File: src/rtl/uart_rx_core_if.sv
// Handshake/bus bundle for uart_rx_core: serial input, tick enable, byte output and status.
interface uart_rx_core_if #(
   parameter int unsigned DATA_BITS = 8
);
   logic                 sel;
   logic                 baud_tick;
   logic                 rxd;
   logic                 rd_ack;
   logic [DATA_BITS-1:0] dout;
   logic                 dout_vld;
   logic                 frame_err;
   logic                 overrun;
   logic                 busy;

   // Producer of line/control inputs and consumer of received bytes
   modport master (
      output sel, baud_tick, rxd, rd_ack,
      input  dout, dout_vld, frame_err, overrun, busy
   );

   // Receiver side
   modport slave (
      input  sel, baud_tick, rxd, rd_ack,
      output dout, dout_vld, frame_err, overrun, busy
   );
endinterface

File: src/rtl/uart_rx_core.sv
// UART receiver: oversampled mid-bit sampling of start, LSB-first data and one stop bit,
// byte handoff via valid/ack with sticky framing and overrun flags.
module uart_rx_core #(
   parameter int unsigned DATA_BITS  = 8,
   parameter int unsigned OVERSAMPLE = 16
) (
   input  logic         clk,
   input  logic         rst,
   uart_rx_core_if.slave bus
);
   localparam int unsigned TW = $clog2(OVERSAMPLE);
   localparam int unsigned BW = $clog2(DATA_BITS + 1);

   typedef enum logic [2:0] {
      S_IDLE,
      S_START,
      S_DATA,
      S_STOP,
      S_BRK
   } state_t;

   state_t               state;
   logic                 rxd_m;
   logic                 rxd_s;
   logic [TW-1:0]        tick_cnt;
   logic [BW-1:0]        bit_cnt;
   logic [DATA_BITS-1:0] shift;
   logic                 acc_pend;

   // Two-flop synchronizer for the asynchronous serial line, idles high
   always_ff @(posedge clk) begin
      if (rst) begin
         rxd_m <= 1'b1;
         rxd_s <= 1'b1;
      end else begin
         rxd_m <= bus.rxd;
         rxd_s <= rxd_m;
      end
   end

   // Frame FSM: start qualification, data shifting, stop check and break hold-off
   always_ff @(posedge clk) begin
      if (rst) begin
         state         <= S_IDLE;
         tick_cnt      <= '0;
         bit_cnt       <= '0;
         shift         <= '0;
         acc_pend      <= 1'b0;
         bus.frame_err <= 1'b0;
         bus.busy      <= 1'b0;
      end else begin
         acc_pend <= 1'b0;
         if (!bus.sel) begin
            state    <= S_IDLE;
            tick_cnt <= '0;
            bit_cnt  <= '0;
            bus.busy <= 1'b0;
         end else if (bus.baud_tick) begin
            case (state)
               S_IDLE: begin
                  tick_cnt <= '0;
                  bit_cnt  <= '0;
                  if (!rxd_s) begin
                     state         <= S_START;
                     bus.frame_err <= 1'b0;
                     bus.busy      <= 1'b1;
                  end
               end
               S_START: begin
                  if (tick_cnt == TW'(OVERSAMPLE / 2 - 1)) begin
                     tick_cnt <= '0;
                     if (rxd_s) begin
                        state    <= S_IDLE;
                        bus.busy <= 1'b0;
                     end else begin
                        state <= S_DATA;
                     end
                  end else begin
                     tick_cnt <= tick_cnt + TW'(1);
                  end
               end
               S_DATA: begin
                  if (tick_cnt == TW'(OVERSAMPLE - 1)) begin
                     tick_cnt <= '0;
                     shift    <= DATA_BITS'({rxd_s, shift} >> 1);
                     if (bit_cnt == BW'(DATA_BITS - 1)) begin
                        bit_cnt <= '0;
                        state   <= S_STOP;
                     end else begin
                        bit_cnt <= bit_cnt + BW'(1);
                     end
                  end else begin
                     tick_cnt <= tick_cnt + TW'(1);
                  end
               end
               S_STOP: begin
                  if (tick_cnt == TW'(OVERSAMPLE - 1)) begin
                     tick_cnt <= '0;
                     if (rxd_s) begin
                        acc_pend <= 1'b1;
                        state    <= S_IDLE;
                        bus.busy <= 1'b0;
                     end else begin
                        bus.frame_err <= 1'b1;
                        state         <= S_BRK;
                     end
                  end else begin
                     tick_cnt <= tick_cnt + TW'(1);
                  end
               end
               S_BRK: begin
                  tick_cnt <= '0;
                  if (rxd_s) begin
                     state    <= S_IDLE;
                     bus.busy <= 1'b0;
                  end
               end
               default: begin
                  state    <= S_IDLE;
                  tick_cnt <= '0;
                  bit_cnt  <= '0;
                  bus.busy <= 1'b0;
               end
            endcase
         end
      end
   end

   // Output holding register: load accepted bytes, flag overrun, clear on consumer ack
   always_ff @(posedge clk) begin
      if (rst) begin
         bus.dout     <= '0;
         bus.dout_vld <= 1'b0;
         bus.overrun  <= 1'b0;
      end else begin
         if (bus.rd_ack) begin
            bus.dout_vld <= 1'b0;
            bus.overrun  <= 1'b0;
         end
         if (acc_pend) begin
            if (bus.dout_vld && !bus.rd_ack) begin
               bus.overrun <= 1'b1;
            end else begin
               bus.dout     <= shift;
               bus.dout_vld <= 1'b1;
            end
         end
      end
   end
endmodule

File: src/flat_wrapper.sv
// flat-port wrapper written by rule: the top's interface ports become plain ports
module uart_rx_core_flat 
#(
   parameter int unsigned DATA_BITS  = 8,
   parameter int unsigned OVERSAMPLE = 16
)
  (clk, rst, bus_sel, bus_baud_tick, bus_rxd, bus_rd_ack, bus_dout, bus_dout_vld, bus_frame_err, bus_overrun, bus_busy);
  uart_rx_core_if #(.DATA_BITS(DATA_BITS)) bus_i ();
  input  logic clk;
  input  logic rst;
  input wire logic [$bits(bus_i.sel)-1:0] bus_sel;
  input wire logic [$bits(bus_i.baud_tick)-1:0] bus_baud_tick;
  input wire logic [$bits(bus_i.rxd)-1:0] bus_rxd;
  input wire logic [$bits(bus_i.rd_ack)-1:0] bus_rd_ack;
  output wire logic [$bits(bus_i.dout)-1:0] bus_dout;
  output wire logic [$bits(bus_i.dout_vld)-1:0] bus_dout_vld;
  output wire logic [$bits(bus_i.frame_err)-1:0] bus_frame_err;
  output wire logic [$bits(bus_i.overrun)-1:0] bus_overrun;
  output wire logic [$bits(bus_i.busy)-1:0] bus_busy;
  assign bus_i.sel = bus_sel;
  assign bus_i.baud_tick = bus_baud_tick;
  assign bus_i.rxd = bus_rxd;
  assign bus_i.rd_ack = bus_rd_ack;
  assign bus_dout = bus_i.dout;
  assign bus_dout_vld = bus_i.dout_vld;
  assign bus_frame_err = bus_i.frame_err;
  assign bus_overrun = bus_i.overrun;
  assign bus_busy = bus_i.busy;
  uart_rx_core #(.DATA_BITS(DATA_BITS), .OVERSAMPLE(OVERSAMPLE)) u_core (.clk(clk), .rst(rst), .bus(bus_i));
endmodule
File: config.mk
export PLATFORM = sky130hd
export DESIGN_NAME = uart_rx_core_flat
export DESIGN_NICKNAME = d
export VERILOG_FILES = /design/src/rtl/uart_rx_core_if.sv /design/src/rtl/uart_rx_core.sv /design/src/flat_wrapper.sv
export SDC_FILE = /design/constraint.sdc
export NUM_CORES = 1
export LEC_CHECK = 0
export ABC_AREA = 1
export BUFFER_PORTS_ARGS = -buffer_cell sky130_fd_sc_hd__buf_2
export CORE_MARGIN = 10
export CORE_UTILIZATION = 45
export CTS_CLUSTER_SIZE = 12
export DETAILED_ROUTE_END_ITERATION = 10
export GPL_TIMING_DRIVEN = 1
export PLACE_DENSITY = 0.66
export SYNTH_ARGS = -nofsm -noshare
export SYNTH_HDL_FRONTEND = slang
export SYNTH_SLANG_ARGS = --single-unit
File: constraint.sdc
create_clock -name clk -period 1.2 [get_ports clk]
set_input_delay 0.06 -clock clk [delete_from_list [all_inputs] [get_ports clk]]
set_output_delay 0.06 -clock clk [all_outputs]
set_load 0.05 [all_outputs]
=== Word level (Yosys, flattened, before mapping) ===
Index checks and enable logic that the tools add are counted.
Widths: inputs -> output; s select.

* $add $sub $neg: 2
* Equality and inequality tests: 14
* Multiplexer cells: 30
* Bitwise logic cells: 7
* Reductions and logical operators: 14

{| class="wikitable"
|+ Operator list
! cell !! number
|-
| $mux 3 || 7
|-
| $mux 4 || 4
|-
| $pmux 4 s2 || 2
|-
| $pmux 3 s5 || 1
|-
| $mux 1 || 13
|-
| $ne 2x1->1 const B || 5
|-
| $add 4x1->4 const B || 2
|-
| $eq 4x3->1 const B || 2
|-
| $not 1->1 || 7
|-
| $reduce_and 7->1 || 1
|-
| $eq 3x2->1 const B || 2
|-
| $reduce_and 6->1 || 1
|-
| $pmux 1 s5 || 1
|-
| $reduce_and 5->1 || 1
|-
| $reduce_or 5->1 || 1
|-
| $eq 4x4->1 const B || 1
|-
| $ne 2x2->1 const B || 2
|-
| $reduce_and 4->1 || 1
|-
| $reduce_or 2->1 || 2
|-
| $eq 3x1->1 const B || 1
|-
| $eq 3x3->1 const B || 1
|-
| $logic_not 3->1 || 1
|-
| $reduce_and 3->1 || 1
|-
| $reduce_or 3->1 || 1
|-
| 6 further kinds || 6
|}

* Flip-flop bits (word level): 34
* Input port bits: 6
* Output and inout port bits: 12
* Word-level logic and storage cells: 79

=== Logic depth before layout (Yosys ltp) ===
* Depth after elaboration: 4
* Gate-level depth with buffers: 10
* Gate-level depth less buffers: 10

=== Least setup slack after synthesis ===
No wires, ideal clock.

* Path type: register -> register
* Start: register u_core.tick_cnt[0]
* End: register u_core.shift[1]
* Library setup time: 0.116 ns
* Data arrival time: 1.208 ns
* Required time: 1.084 ns
* Setup slack: -0.124 ns
* Stages on the path, launching flop included: 7
* Path buffers: 0
* Period minus slack after synthesis: 1.324 ns
* Path through: dfxtp_1 > ha_1 > nand3_2 > nor3_4 > inv_2 > nor2_1 > nor2_1

* Word-level cells in the longest chain between the ends: 2

{| class="wikitable"
|+ Ends and longest elaborated chain
! element !! RTL line !! text
|-
| start, declared || uart_rx_core.sv:25 || <nowiki>logic [TW-1:0] tick_cnt;</nowiki>
|-
| start signal, assigned || uart_rx_core.sv:79 || <nowiki>tick_cnt <= tick_cnt + TW'(1);</nowiki>
|-
| start signal, assigned || uart_rx_core.sv:93 || <nowiki>tick_cnt <= tick_cnt + TW'(1);</nowiki>
|-
| start signal, assigned || uart_rx_core.sv:108 || <nowiki>tick_cnt <= tick_cnt + TW'(1);</nowiki>
|-
| $eq 4x4->1 || uart_rx_core.sv:83 || <nowiki>if (tick_cnt == TW'(OVERSAMPLE - 1)) begin</nowiki>
|-
| $reduce_and 4->1 (no line) || - ||
|-
| end signal, assigned || uart_rx_core.sv:85 || <nowiki>shift <= DATA_BITS'({rxd_s, shift} >> 1);</nowiki>
|-
| end, declared || uart_rx_core.sv:27 || <nowiki>logic [DATA_BITS-1:0] shift;</nowiki>
|}

No other way between the ends.
A chain may end at the register's enable or synchronous reset.

=== Worst setup path in the final report ===
* Start: register u_core.tick_cnt[0]
* End: register u_core.bit_cnt[1]

* Word-level cells in the longest chain between the ends: 3

{| class="wikitable"
|+ Ends and longest elaborated chain
! element !! RTL line !! text
|-
| $eq 4x4->1 || uart_rx_core.sv:83 ||
|-
| $ne 2x1->1 (no line) || - ||
|-
| $reduce_and 3->1 (no line) || - ||
|-
| end signal, assigned || uart_rx_core.sv:90 || <nowiki>bit_cnt <= bit_cnt + BW'(1);</nowiki>
|-
| end, declared || uart_rx_core.sv:26 || <nowiki>logic [BW-1:0] bit_cnt;</nowiki>
|}

No other way between the ends.

==> run summary <==
DRC Markers -> 0
relative slew slack -> 0.818
Critical path buffers and inverters -> 0
Critical Path AT -> 1.61 ns
delay-heaviest family, CP -> simple AND/OR/NAND/NOR gates
HP Class -> in -> reg
DP HPWL -> 2.41 mm
placed cell area -> 1870 um^2
layout cell share with drive strength beyond 1 -> 0.405
Inst Count DP -> 298
Slowest Stage Delay on Critical Path -> 0.37 ns
Post-Syn Area -> 1520 um^2
Min Clock Period, post-route -> 1.32 ns
Sw Pwr -> 561 uW
Sequential Power Share -> 0.553
clock-pin slew on the worst setup and hold paths -> 0.12 ns
Worst Tran Pin Value -> 0.273 ns
violated checks -> negative setup slack
GRT overflow -> 0
Final Hold Fails -> 0
slowest stage cell, crit path -> dfxtp_2
register bit total from synthesis -> 34
area delta synth->final -> 39.7%
pre-CTS setup slack -> -0.111 ns
DIE HEIGHT -> 78.1 um
CP max FO -> 8
Clock Sinks -> 34
clk root buf -> clkbuf_4
pin count of the biggest net entering global routing -> 19
Max Cap Viol -> 0
crit path launch type -> flip-flop
Area contributors post-synth -> dfxtp_1 45%, nor2_1 12%, nand2_1 7.9%
DR iter-0 viols -> 73
CTS H-tree lvls -> 2
first-pass GRT wire length -> 5.69 mm
Routed WL per cell -> 11.4 um
yosys warns -> 0
via/cell ratio -> 4.77
Max Clk Rate -> 755 MHz
final wirelength -> 3.58 mm
worst vdd ir -> 0.000701 V
status -> finished with violations
ANT nets after route -> 0
critical path endpoint category -> flip-flop
commonest cells after routing, fill and taps aside -> 42 x nor2_1, 30 x buf_4, 26 x dfxtp_1
number of global-route vias before repair -> 1,333
Clk pwr share -> 0.334
number of I/O port buffers -> 17
synth unique cells -> 22
GR Util All Layers -> 0.114
worst-skew pair later-pin latency -> 0.35 ns
Seq/Total Area, Yosys -> 0.448
nets@finish -> 276
Diodes inserted -> 0
P_int -> 1.52 mW
max-slew violations -> 0
CP Class -> reg -> reg
die area -> 6100 um^2
Sw Ratio -> 0.270
CORE AREA -> 3280 um^2
mean post-synth cell area -> 7.16 um^2
CTS tree -> built
synthesized instance count -> 212
worst setup margin -> -0.125 ns
Pre-antenna DRT Iters -> 4
Die W -> 78.1 um
Layout Utilization -> 0.646
Max Root-Sink Buffers -> 2
Syn Nets -> 220
fin area -> 2120 um^2
Gate power share -> 0.112
I/O pin count -> 18
Initial Util -> 0.462
Post-Layout Cell Count -> 315
Synth top area share -> 0.448
Final GP Congestion -> 0.885
final worst-path cycle share -> 1.10
WP data required -> 1.48 ns
TritonCTS Buffers -> 5
initial antenna violation count -> 0
row cnt -> 21
RSZ-0062 raised after global routing -> yes
Power Density -> 981 nW/um^2
CP Cell Sequence -> ha_4 > nand3_4 > nand3_4 > nand2_2 > nor2_4 > o21ai_1 > a21oi_1
vias -> 1,502
Finish-stage setup viols -> 19
area leader, netlist -> dfxtp_1
leakage power -> 1.00 nW
Fin Clk Skew -> 0.0134 ns
commonest non-fill, non-tap cell in the layout -> nor2_1
Most common cell on crit path -> nand3_4
[final timing paths]
kind | startpoint | end | slack, ns | cells past startpoint
worst min register to register | u_core.rxd_m | u_core.rxd_s | 0.42 | 1
worst min-delay path | bus_rd_ack | u_core.bus.dout_vld | 0.02 | 4
worst max-delay path | u_core.tick_cnt[0] | u_core.bit_cnt[1] | -0.12 | 7
worst max register to register | u_core.tick_cnt[0] | u_core.bit_cnt[1] | -0.12 | 7
[timing repair]
action / 4_1_cts / 5_1_grt
hold buffers: 2 / 0
setup buffers: 3 / 2
hold endpoints to repair: 4 / 0
gates cloned: 0 / 2
gates resized for setup: 14 / 29
setup endpoints to repair: 17 / 24
pin swaps: 8 / 11
[area by class of cell]
type,instances,area (um^2)
fillers,277,1160
clock inverters,2,11.3
well taps,46,57.6
flip-flops and latches,34,696
repair inverters,1,5.00
inverters,24,93.8
clock buffers,6,51.3
repair buffers,50,342
multi-input cells,152,865
[state kept, by name, indices dropped and copies added, names as in the netlist]
register	cells
u_core.bus.dout	8
u_core.shift	8
u_core.bit_cnt	4
u_core.tick_cnt	4
u_core.state	3
u_core.acc_pend	1
u_core.bus.busy	1
u_core.bus.dout_vld	1
u_core.bus.frame_err	1
u_core.bus.overrun	1
u_core.rxd_m	1
u_core.rxd_s	1
[per-stage QoR]
step	TNS, ns	hold slack, ns	total power, mW
2_1_floorplan	-0.396	0.122	1.30
3_3_place_gp	-0.687	0.242	1.36
3_5_place_dp	-1.13	0.246	1.37
4_1_cts	-1.04	0.000546	2.06
5_1_grt	-3.36	0.0303	2.16
6_report	-1.32	0.0175	2.08
[Yosys cell counts]
library cell / count
a21oi_2: 1
nand2_2: 3
nor2_1: 47
nand3_1: 12
o21ai_1: 7
nand4_1: 3
nand2_1: 32
buf_2: 1
a21oi_1: 13
dfxtp_1: 34
inv_1: 19
inv_2: 5
nor2_2: 1
o21ai_0: 18
o211ai_1: 1
or2_2: 2
nor2_4: 2
ha_1: 2
nor3_4: 1
nor3_1: 3
buf_1: 1
nand3_2: 4
[power by group through the flow]
| stage | combinational [mW] | clock (mW) | sequential [mW] |
|---|---|---|---|
| final | 0.234 | 0.696 | 1.15 |
| after global routing | 0.260 | 0.749 | 1.15 |
| after CTS | 0.204 | 0.710 | 1.15 |
| after detailed placement | 0.188 | 0 | 1.18 |
| after global placement | 0.188 | 0 | 1.18 |
| after floorplan | 0.115 | 0 | 1.18 |
[logic make-up (layout without fill, tap and decap cells)]
logic type,Yosys count,after routing,synth area share
buffers and inverters,26,83,0.0651
adders and majority gates,2,2,0.0165
AOI/OAI and AO/OA,40,40,0.136
and+or+nand+nor,110,110,0.334
DFF,34,34,0.448
[tightest hold or removal path, delay by kind of cell]
| family | cells | cell delay (ns) |
|---|---|---|
| AOI/OAI and AO/OA | 1 | 0.07 |
| buffers and inverters | 2 | 0.12 |
| and+or+nand+nor | 1 | 0.09 |
[per-layer routing]
metal,wire [um],up-vias,share of wire,GRT usage
li1,-,796,-,-
met1,1580,661,0.44,0.124
met2,1700,35,0.48,0.189
met3,205,10,0.057,0.0399
met4,87,0,0.024,0.0645
met5,0,-,0,0
No activity file was read; power rests on OpenSTA's default activity.
